===== config.mk =====
export PLATFORM = sky130hd
export DESIGN_NAME = ram_delay_ctrl
export DESIGN_NICKNAME = d
export VERILOG_FILES = /design/src/rtl/ram_delay_pkg.sv /design/src/rtl/ram_delay_ctrl.sv
export SDC_FILE = /design/constraint.sdc
export NUM_CORES = 1
export LEC_CHECK = 0
export ABC_AREA = 1
export CORE_UTILIZATION = 29
export DETAILED_ROUTE_END_ITERATION = 7
export PLACE_DENSITY = 0.5
export RECOVER_POWER = 50
export REMOVE_ABC_BUFFERS = 1
export SKIP_CTS_REPAIR_TIMING = 1
export SYNTH_ARGS = -nofsm -noshare
export SYNTH_HDL_FRONTEND = slang
export SYNTH_SLANG_ARGS = --single-unit

===== constraint.sdc =====
create_clock -name clk -period 3.55 [get_ports clk]
set_input_delay 0.71 -clock clk [delete_from_list [all_inputs] [get_ports clk]]
set_output_delay 0.71 -clock clk [all_outputs]
set_load 0.01 [all_outputs]

===== src/rtl/ram_delay_pkg.sv =====
// Shared definitions for the RAM delay-line controller.
//   state_t  : controller state encoding (one spare code, recovered to S_BOOT)
//   MIN_DL_N : smallest delay length the delay line can realise
package ram_delay_pkg;

  typedef enum logic [2:0] {
    S_BOOT   = 3'd0,
    S_APPLY  = 3'd1,
    S_SETTLE = 3'd2,
    S_PRIME  = 3'd3,
    S_ACK    = 3'd4,
    S_HOLD   = 3'd5,
    S_IDLE   = 3'd6
  } state_t;

  localparam int MIN_DL_N = 2;

endpackage


===== src/rtl/ram_delay_ctrl.sv =====
// Controller that (re)programs the length of an external RAM delay line.
// At boot it applies P_N_DEFAULT; afterwards it accepts level requests
// (cfg_req/cfg_ack handshake), drives the new length and a one-cycle reset
// to the delay line, then waits for the delay line's valid (optionally with
// a timeout) before acknowledging.
//
// Ports
//   clk          system clock
//   rst_n        synchronous active-low reset
//   cfg_req      level request, held until cfg_ack
//   cfg_n        requested delay length (sampled on acceptance)
//   cfg_timeout  max cycles to wait for dl_valid, 0 = unlimited (sampled on acceptance)
//   cfg_ack      one-cycle completion pulse
//   cfg_err      1 with cfg_ack when rejected (length < 2) or timed out
//   dl_n         delay length to the delay line
//   dl_rst       one-cycle reset pulse to the delay line
//   dl_valid     valid from the delay line
//   busy         controller not idle
//   ready        idle and delay line valid
//
// All status outputs are registered decodes of the current state, so each
// one trails the state register by one cycle (e.g. dl_rst is high during
// the cycle after S_APPLY).
module ram_delay_ctrl
  import ram_delay_pkg::*;
#(
  parameter int P_NBITS_ADDR = 8,
  parameter int P_NBITS_TO   = 16,
  parameter int P_N_DEFAULT  = 16
) (
  input  logic                    clk,
  input  logic                    rst_n,
  input  logic                    cfg_req,
  input  logic [P_NBITS_ADDR-1:0] cfg_n,
  input  logic [P_NBITS_TO-1:0]   cfg_timeout,
  output logic                    cfg_ack,
  output logic                    cfg_err,
  output logic [P_NBITS_ADDR-1:0] dl_n,
  output logic                    dl_rst,
  input  logic                    dl_valid,
  output logic                    busy,
  output logic                    ready
);

  localparam logic [P_NBITS_TO-1:0] TO_MAX = {P_NBITS_TO{1'b1}};

  state_t                  state, state_nxt;
  logic                    boot_q, boot_nxt;     // current sequence is the boot one
  logic                    err_q, err_nxt;       // outcome reported with the ack
  logic                    settle_q, settle_nxt; // second S_SETTLE cycle
  logic [P_NBITS_TO-1:0]   tmo_q, tmo_nxt;
  logic [P_NBITS_TO-1:0]   to_cnt, to_cnt_nxt;
  logic [P_NBITS_TO-1:0]   to_cnt_inc;
  logic [P_NBITS_ADDR-1:0] dl_n_nxt;

  // Saturating increment: the counter parks at its maximum instead of wrapping.
  assign to_cnt_inc = (to_cnt == TO_MAX) ? to_cnt : to_cnt + P_NBITS_TO'(1);

  always_comb begin
    state_nxt  = state;
    boot_nxt   = boot_q;
    err_nxt    = err_q;
    settle_nxt = settle_q;
    tmo_nxt    = tmo_q;
    to_cnt_nxt = to_cnt;
    dl_n_nxt   = dl_n;

    case (state)
      S_BOOT: begin
        dl_n_nxt  = P_NBITS_ADDR'(P_N_DEFAULT);
        boot_nxt  = 1'b1;
        err_nxt   = 1'b0;
        tmo_nxt   = '0;          // boot waits for valid without limit
        state_nxt = S_APPLY;
      end

      S_APPLY: begin
        settle_nxt = 1'b0;
        state_nxt  = S_SETTLE;
      end

      // dl_valid is deliberately ignored here: it still reflects the old
      // length until the delay line has registered the reset.
      S_SETTLE: begin
        if (settle_q) begin
          to_cnt_nxt = '0;
          state_nxt  = S_PRIME;
        end else begin
          settle_nxt = 1'b1;
        end
      end

      // to_cnt_inc equals the number of cycles spent in S_PRIME including
      // this one, so a timeout of T leaves after exactly T cycles.
      // dl_valid is checked first so it wins a same-cycle tie.
      S_PRIME: begin
        to_cnt_nxt = to_cnt_inc;
        if (dl_valid) begin
          err_nxt   = 1'b0;
          state_nxt = S_ACK;
        end else if ((tmo_q != '0) && (to_cnt_inc >= tmo_q)) begin
          err_nxt   = 1'b1;
          state_nxt = S_ACK;
        end
      end

      S_ACK: begin
        state_nxt = boot_q ? S_IDLE : S_HOLD;
      end

      // A held request must drop before another one can be accepted.
      S_HOLD: begin
        if (!cfg_req) state_nxt = S_IDLE;
      end

      S_IDLE: begin
        if (cfg_req) begin
          boot_nxt = 1'b0;
          tmo_nxt  = cfg_timeout;
          if (cfg_n < P_NBITS_ADDR'(MIN_DL_N)) begin
            err_nxt   = 1'b1;
            state_nxt = S_ACK;
          end else begin
            dl_n_nxt  = cfg_n;
            state_nxt = S_APPLY;
          end
        end
      end

      default: state_nxt = S_BOOT;
    endcase
  end

  always_ff @(posedge clk) begin
    if (!rst_n) begin
      state    <= S_BOOT;
      boot_q   <= 1'b1;
      err_q    <= 1'b0;
      settle_q <= 1'b0;
      to_cnt   <= '0;
      dl_n     <= P_NBITS_ADDR'(P_N_DEFAULT);
      cfg_ack  <= 1'b0;
      cfg_err  <= 1'b0;
      dl_rst   <= 1'b0;
      busy     <= 1'b1;
      ready    <= 1'b0;
    end else begin
      state    <= state_nxt;
      boot_q   <= boot_nxt;
      err_q    <= err_nxt;
      settle_q <= settle_nxt;
      to_cnt   <= to_cnt_nxt;
      dl_n     <= dl_n_nxt;
      cfg_ack  <= (state == S_ACK) && !boot_q;
      cfg_err  <= (state == S_ACK) && !boot_q && err_q;
      dl_rst   <= (state == S_APPLY);
      busy     <= (state != S_IDLE);
      ready    <= (state == S_IDLE) && dl_valid;
    end
  end

  // The timeout value is only consumed in S_PRIME, which is always reached
  // after S_BOOT or S_IDLE has loaded it, so it needs no reset.
  always_ff @(posedge clk) begin
    tmo_q <= tmo_nxt;
  end

endmodule


; Yosys cells after proc, flatten, opt, wreduce, memory -nomap -nowiden
; Index checks and enable logic that the tools add are counted.
[totals]
register_bits = 51
in_bits = 28
out_inout_bits = 13
[classes]
n_addsub = 1
order_cmp = 2
eq_ne = 14
muxes = 24
n_reduce_logical = 16
[op_table]
columns = op, n
row1 = one-hot mux 16 bit (2 select lines), 2
row2 = two-way mux 16 bit, 3
row3 = one-hot mux 3 bit (7 select lines), 1
row4 = two-way mux 3 bit, 6
row5 = "adder 16 x 1 -> 16 bit, second input constant", 1
row6 = "equality test 16 bit, second input constant", 1
row7 = greater-or-equal comparator 16 bit, 1
row8 = two-way mux 8 bit, 2
row9 = one-hot mux 8 bit (2 select lines), 1
row10 = nonzero test 16 bit, 1
row11 = "!= test 2 bit, second input constant", 5
row12 = "equality test 3 bit, second input constant", 3
row13 = "less-than comparator 8 x 2 -> 1 bit, second input constant", 1
row14 = AND reduction 4 bit, 2
row15 = "equality test 3 x 2 -> 1 bit, second input constant", 2
row16 = "!= test 3 bit, second input constant", 2
row17 = nonzero test 2 bit, 3
row18 = two-way mux 1 bit, 5
row19 = logical AND 1 bit, 4
row20 = one-hot mux 1 bit (2 select lines), 2
row21 = AND reduction 2 bit, 2
row22 = "equality test 3 x 1 -> 1 bit, second input constant", 1
row23 = logical NOT 3 bit, 1
row24 = one-hot mux 1 bit (3 select lines), 1
row25 = 4 further kinds, 4

; Depth between registers and ports, before layout
[logic_depth]
ltp_word = 7
mapped_depth = 25
depth_no_buf = 24

; Worst setup path before layout
; Ideal clock, no wire load.
[synth_path]
path_type = register -> register
start = reg to_cnt[0]
end = reg state[1]
arrival_ps = 2407
slack_ps = 1028
path_stages_with_launch = 17
path_buffers = 0
period_less_slack_ps = 2522
path_cell_list = dfxtp_1 ha_1 nand3_2 nor3b_4 nand2_1 nor3_2 a21oi_1 ha_1 nand2_1 nor3_1 nand2_1 nand2_1 nand2_1 nand2_1 nand3_1 o21ai_0 inv_1
[synth_via]
elab_chain_cells = 6
elab_cells_between_ends = 7
cone_classes = add/sub: 1 / order compare: 1 / eq/ne: 2 / mux: 1 / reduce/logical: 2
[synth_lines]
columns = item, line
row1 = "start, declared", ram_delay_ctrl.sv:52  ; logic [P_NBITS_TO-1:0] to_cnt, to_cnt_nxt;
row2 = "start signal, assigned", ram_delay_ctrl.sv:152  ; to_cnt <= to_cnt_nxt;
row3 = adder 16 x 1 -> 16 bit / equality test 16 bit (equally long branches), ram_delay_ctrl.sv:57  ; assign to_cnt_inc = (to_cnt == TO_MAX) ? to_cnt : to_cnt + P_NBITS_TO'(1);
row4 = two-way mux 16 bit (*), ram_delay_ctrl.sv:57
row5 = greater-or-equal comparator 16 bit (*), ram_delay_ctrl.sv:101  ; end else if ((tmo_q != '0) && (to_cnt_inc >= tmo_q)) begin
row6 = logical AND 1 bit (*), ram_delay_ctrl.sv:101
row7 = != test 3 bit (no line) (*), n/a
row8 = AND reduction 4 bit (no line) (*), n/a
row9 = "end signal, assigned", ram_delay_ctrl.sv:148  ; state <= state_nxt;
row10 = "end, declared", ram_delay_ctrl.sv:47  ; state_t state, state_nxt;
; Mark *: on every way between the ends. The rest lies on a longest branch, timed or not.
; A chain may end at the register's enable or synchronous reset.

; Worst setup path in the final report
[layout_path]
start = reg to_cnt[0]
end = reg state[2]
; The elaborated chain is that of the path after synthesis.

==> results.md <==
* Status: completed
* Most used cell, CP: nand2_1
* Max Clk Rate at 334.7 MHz
* Share of layout cells above drive strength 1 at 6.473%
* Routed length per instance at 10.59 um
* Critical path, cell by cell: ha_1 > nand3_2 > inv_1 > nand4_1 > nor2_1 > inv_1 > or2_2 > nand2_1 > ha_1 > nand4_1 > nor2_1 > nor2_1 > nand2_1 > nand2_1 > nand2_1 > nand2_1 > nand2_1 > nor3b_1 > nand2_1 > inv_1
* R2r worst-path depth at 20
* Nets at just under 500
* Max H-tree Level at 2
* Antenna violations before repair at 0
* Post-DP Area at 0.003472 sq mm
* Synthesized cell area at slightly below 0.003 sq mm
* Via count at approximately 2500
* Synth area leaders: dfxtp_1 (24%), edfxtp_1 (16%), nand2_1 (13%)
* Largest net degree at the start of global routing at 21
* Hpwl dp at approximately 4800 um
* Endpoints failing setup at 0
* Crit path kind: flop to flop
* I/O Buffers at 40
* Final worst setup slack at roughly 0.56 ns
* Final period util at a little over four fifths
* Width of the die at around 100 um
* Slowest cell delay on critical path at between 0.4 and 0.5 ns
* #FFs+latches synth at between 50 and 60
* Final Util at between 30% and 40%
* Std-Cell Core Area at between 0.009 and 0.01 sq mm
* CTS tree: yes
* Worst-skew pair later-pin latency at ~0.3 ns
* Final hold vios at 0
* Clock share of power at around a fifth
* Cells after Synth at around 410
* Sequential area share after synthesis at between 40% and 50%
* Clk root buf: clkbuf_8
* Number of synthesized flops with an enable pin at 16
* Area Overhead vs Synth at 21.29%
* Starting Density at 30.01%
* Residual DRC at 0
* Hold depth at 2
* Required @ worst endpoint at ~3.8 ns
* Combinational power share at approximately a third
* Unrepaired setup endpoints after global routing: no
* Sum Neg Setup Slack at 0 ns
* Die height at between 100 and 150 um
* Pre-Repair DR Iteration Count at 4
* Synth Area per Inst at between 7 and 8 sq um
* CP startpoint: to_cnt[0]
* Post-synth top area cell: dfxtp_1
* CP max-delay cell: dfxtp_1
* P_int at around 1.1 mW
* Tot Pwr at 1.720 mW
* CTS Sinks at 51
* Critical path peak fanout at 12
* Worst vdd ir at ~0.00019 V
* Final instance area at about 0.0036 sq mm
* Initial DRC count at 100
* Routed wire length at 6154 um
* Worst min-delay path category: flop to flop
* Setup Skew at 0.005630 ns
* FILL cells at between 1000 and 1500
* Ys Warns at 0
* Vias in the first global route at approximately 2300
* GRT Total Usage at approximately an eighth
* IO Pins at between 40 and 50
* Final antenna diode count at 0
* Net switching power at between 0.6 and 0.7 mW
* Worst Path Arrival at approximately 3.2 ns
* GRT overflow at 0
* Async set or reset register ratio after synthesis at 0%
* Distinct cells, synth at 38
* Via density at ~4.3
* Clock Path Buffers at 2
* Final ANT Viol Nets at 0
* Critical Path Sink Type: flop
* Pwr Density at between 400 and 500 mW/mm^2
* Area of the multi-input gates at around 0.0014 sq mm
* FP Rows at 36
* Static leakage at around 1.6 nW
* Seq pwr share at a little under half
* # Max-Cap Violations at 0
* Max Transition Viols Final at 0
* Pre-CTS setup slack at 0.5798 ns
* Global-route wire length before repair at approximately 10000 um
* Storage element area at 0.001181 sq mm
* Rel. slew slack at between 30% and 40%
* Hold Path Origin: dl_n[2]
* Placer Congestion at 0.8730
* Sw Ratio at 35.69%
* Total CTS buffers at 5
* Worst-path clk slew at ~0.09 ns
* Slew @ Worst Pin at 0.9372 ns
* Post-synth top area share at about a quarter
* Predominant post-synthesis flop cell: dfxtp_1
* Worst reg2reg path startpoint: to_cnt[0]
* Min Tclk post-route at approximately 3.0 ns
* Die area at ~0.011 sq mm
* Startpoint Class: flop
-- Yosys cell counts, types with 2 or more instances --
master and instances:
a21oi_2 2, nand3_1 9, inv_2 4, nor2_2 2, o21ai_0 5, ha_1 17
nand2_2 3, nor2_1 51, o21ai_2 3, a21oi_1 35, nor4_1 3, edfxtp_1 16
nand4_1 10, xor2_1 4, xnor2_1 2, nand3_2 3, nand2_1 103, clkbuf_1 4
a31oi_1 2, inv_1 70, dfxtp_1 35, clkinv_1 2, nor3_1 6
-- cells in the final DEF, fill, tap and decap left out, types with 4 or more instances in the layout --
cell,instances
nand4_1,10
ha_1,17
dlygate4sd3_1,14
nor2_1,52
clkbuf_8,6
xor2_1,4
inv_2,4
edfxtp_1,16
nand2_1,103
o21ai_0,5
nand3_1,9
dfxtp_1,35
inv_1,70
clkdlybuf4s50_1,26
a21oi_1,35
nor3_1,6
-- per-stage QoR --
| step | hold slack, ns | cells |
|---|---|---|
| global route | 0.4863 | 581 |
| global placement | 0.4536 | 573 |
| finish | 0.4656 | 581 |
| floorplan | 0.4241 | 398 |
| detailed placement | 0.4568 | 573 |
| CTS | 0.4719 | 581 |
-- final timing paths --
kind | slack [ns] | to
setup / recovery | 0.56 | state[2]
hold / removal | 0.47 | dl_n[2]
setup reg to reg | 0.56 | state[2]
hold reg to reg | 0.47 | dl_n[2]
-- cell families after synthesis --
family	synth area share [%]
DFF	40.27
and+or+nand+nor	30.12
buffers and inverters	11.18
AOI/OAI and AO/OA	9.386
adders and majority gates	7.252
xor gates and xnor gates	1.792
-- per-layer routing --
layer	vias up	GRT usage [%]	part of all wire (%)
met1	1111	17.19	51
met2	39	20.77	45
met4	0	3.626	0.57
li1	1364	-	-
met5	-	0	0
met3	2	2.237	2.7
-- power groups by stage --
| stage | Combinational (mW) | Clock, mW | Sequential, mW |
|---|---|---|---|
| after floorplan | 0.409 | 0 | 0.809 |
| after global placement | 0.579 | 0 | 0.816 |
| after detailed placement | 0.579 | 0 | 0.820 |
| after CTS | 0.582 | 0.372 | 0.806 |
| after global routing | 0.667 | 0.396 | 0.825 |
| final | 0.562 | 0.351 | 0.807 |
-- cell type report --
type	instances	share of cell area, %
inverters	76	8.020
clock inverters	1	0.2462
well taps	133	4.678
flip-flops and latches	51	33.20
repair buffers	42	11.47
multi-input cells	271	39.96
clock buffers	7	2.427
-- worst max-delay path: cells and delay by family, from the launching register on --
kind | cells | cell delay, ns
simple gates | 15 | 1.69
fa+ha+maj | 2 | 0.44
buf+inv | 3 | 0.37
flops | 1 | 0.41
-- flip-flops by register name, summed over array words and instances (netlist names) --
| signal | cells |
|---|---|
| tmo_q | 16 |
| dl_n | 8 |
| busy | 1 |
| settle_q | 1 |
| cfg_ack | 1 |
| to_cnt | 16 |
| cfg_err | 1 |
| err_q | 1 |
| dl_rst | 1 |
| boot_q | 1 |
| state | 3 |
| ready | 1 |
Note: power is estimated with default switching activity, not from simulation.
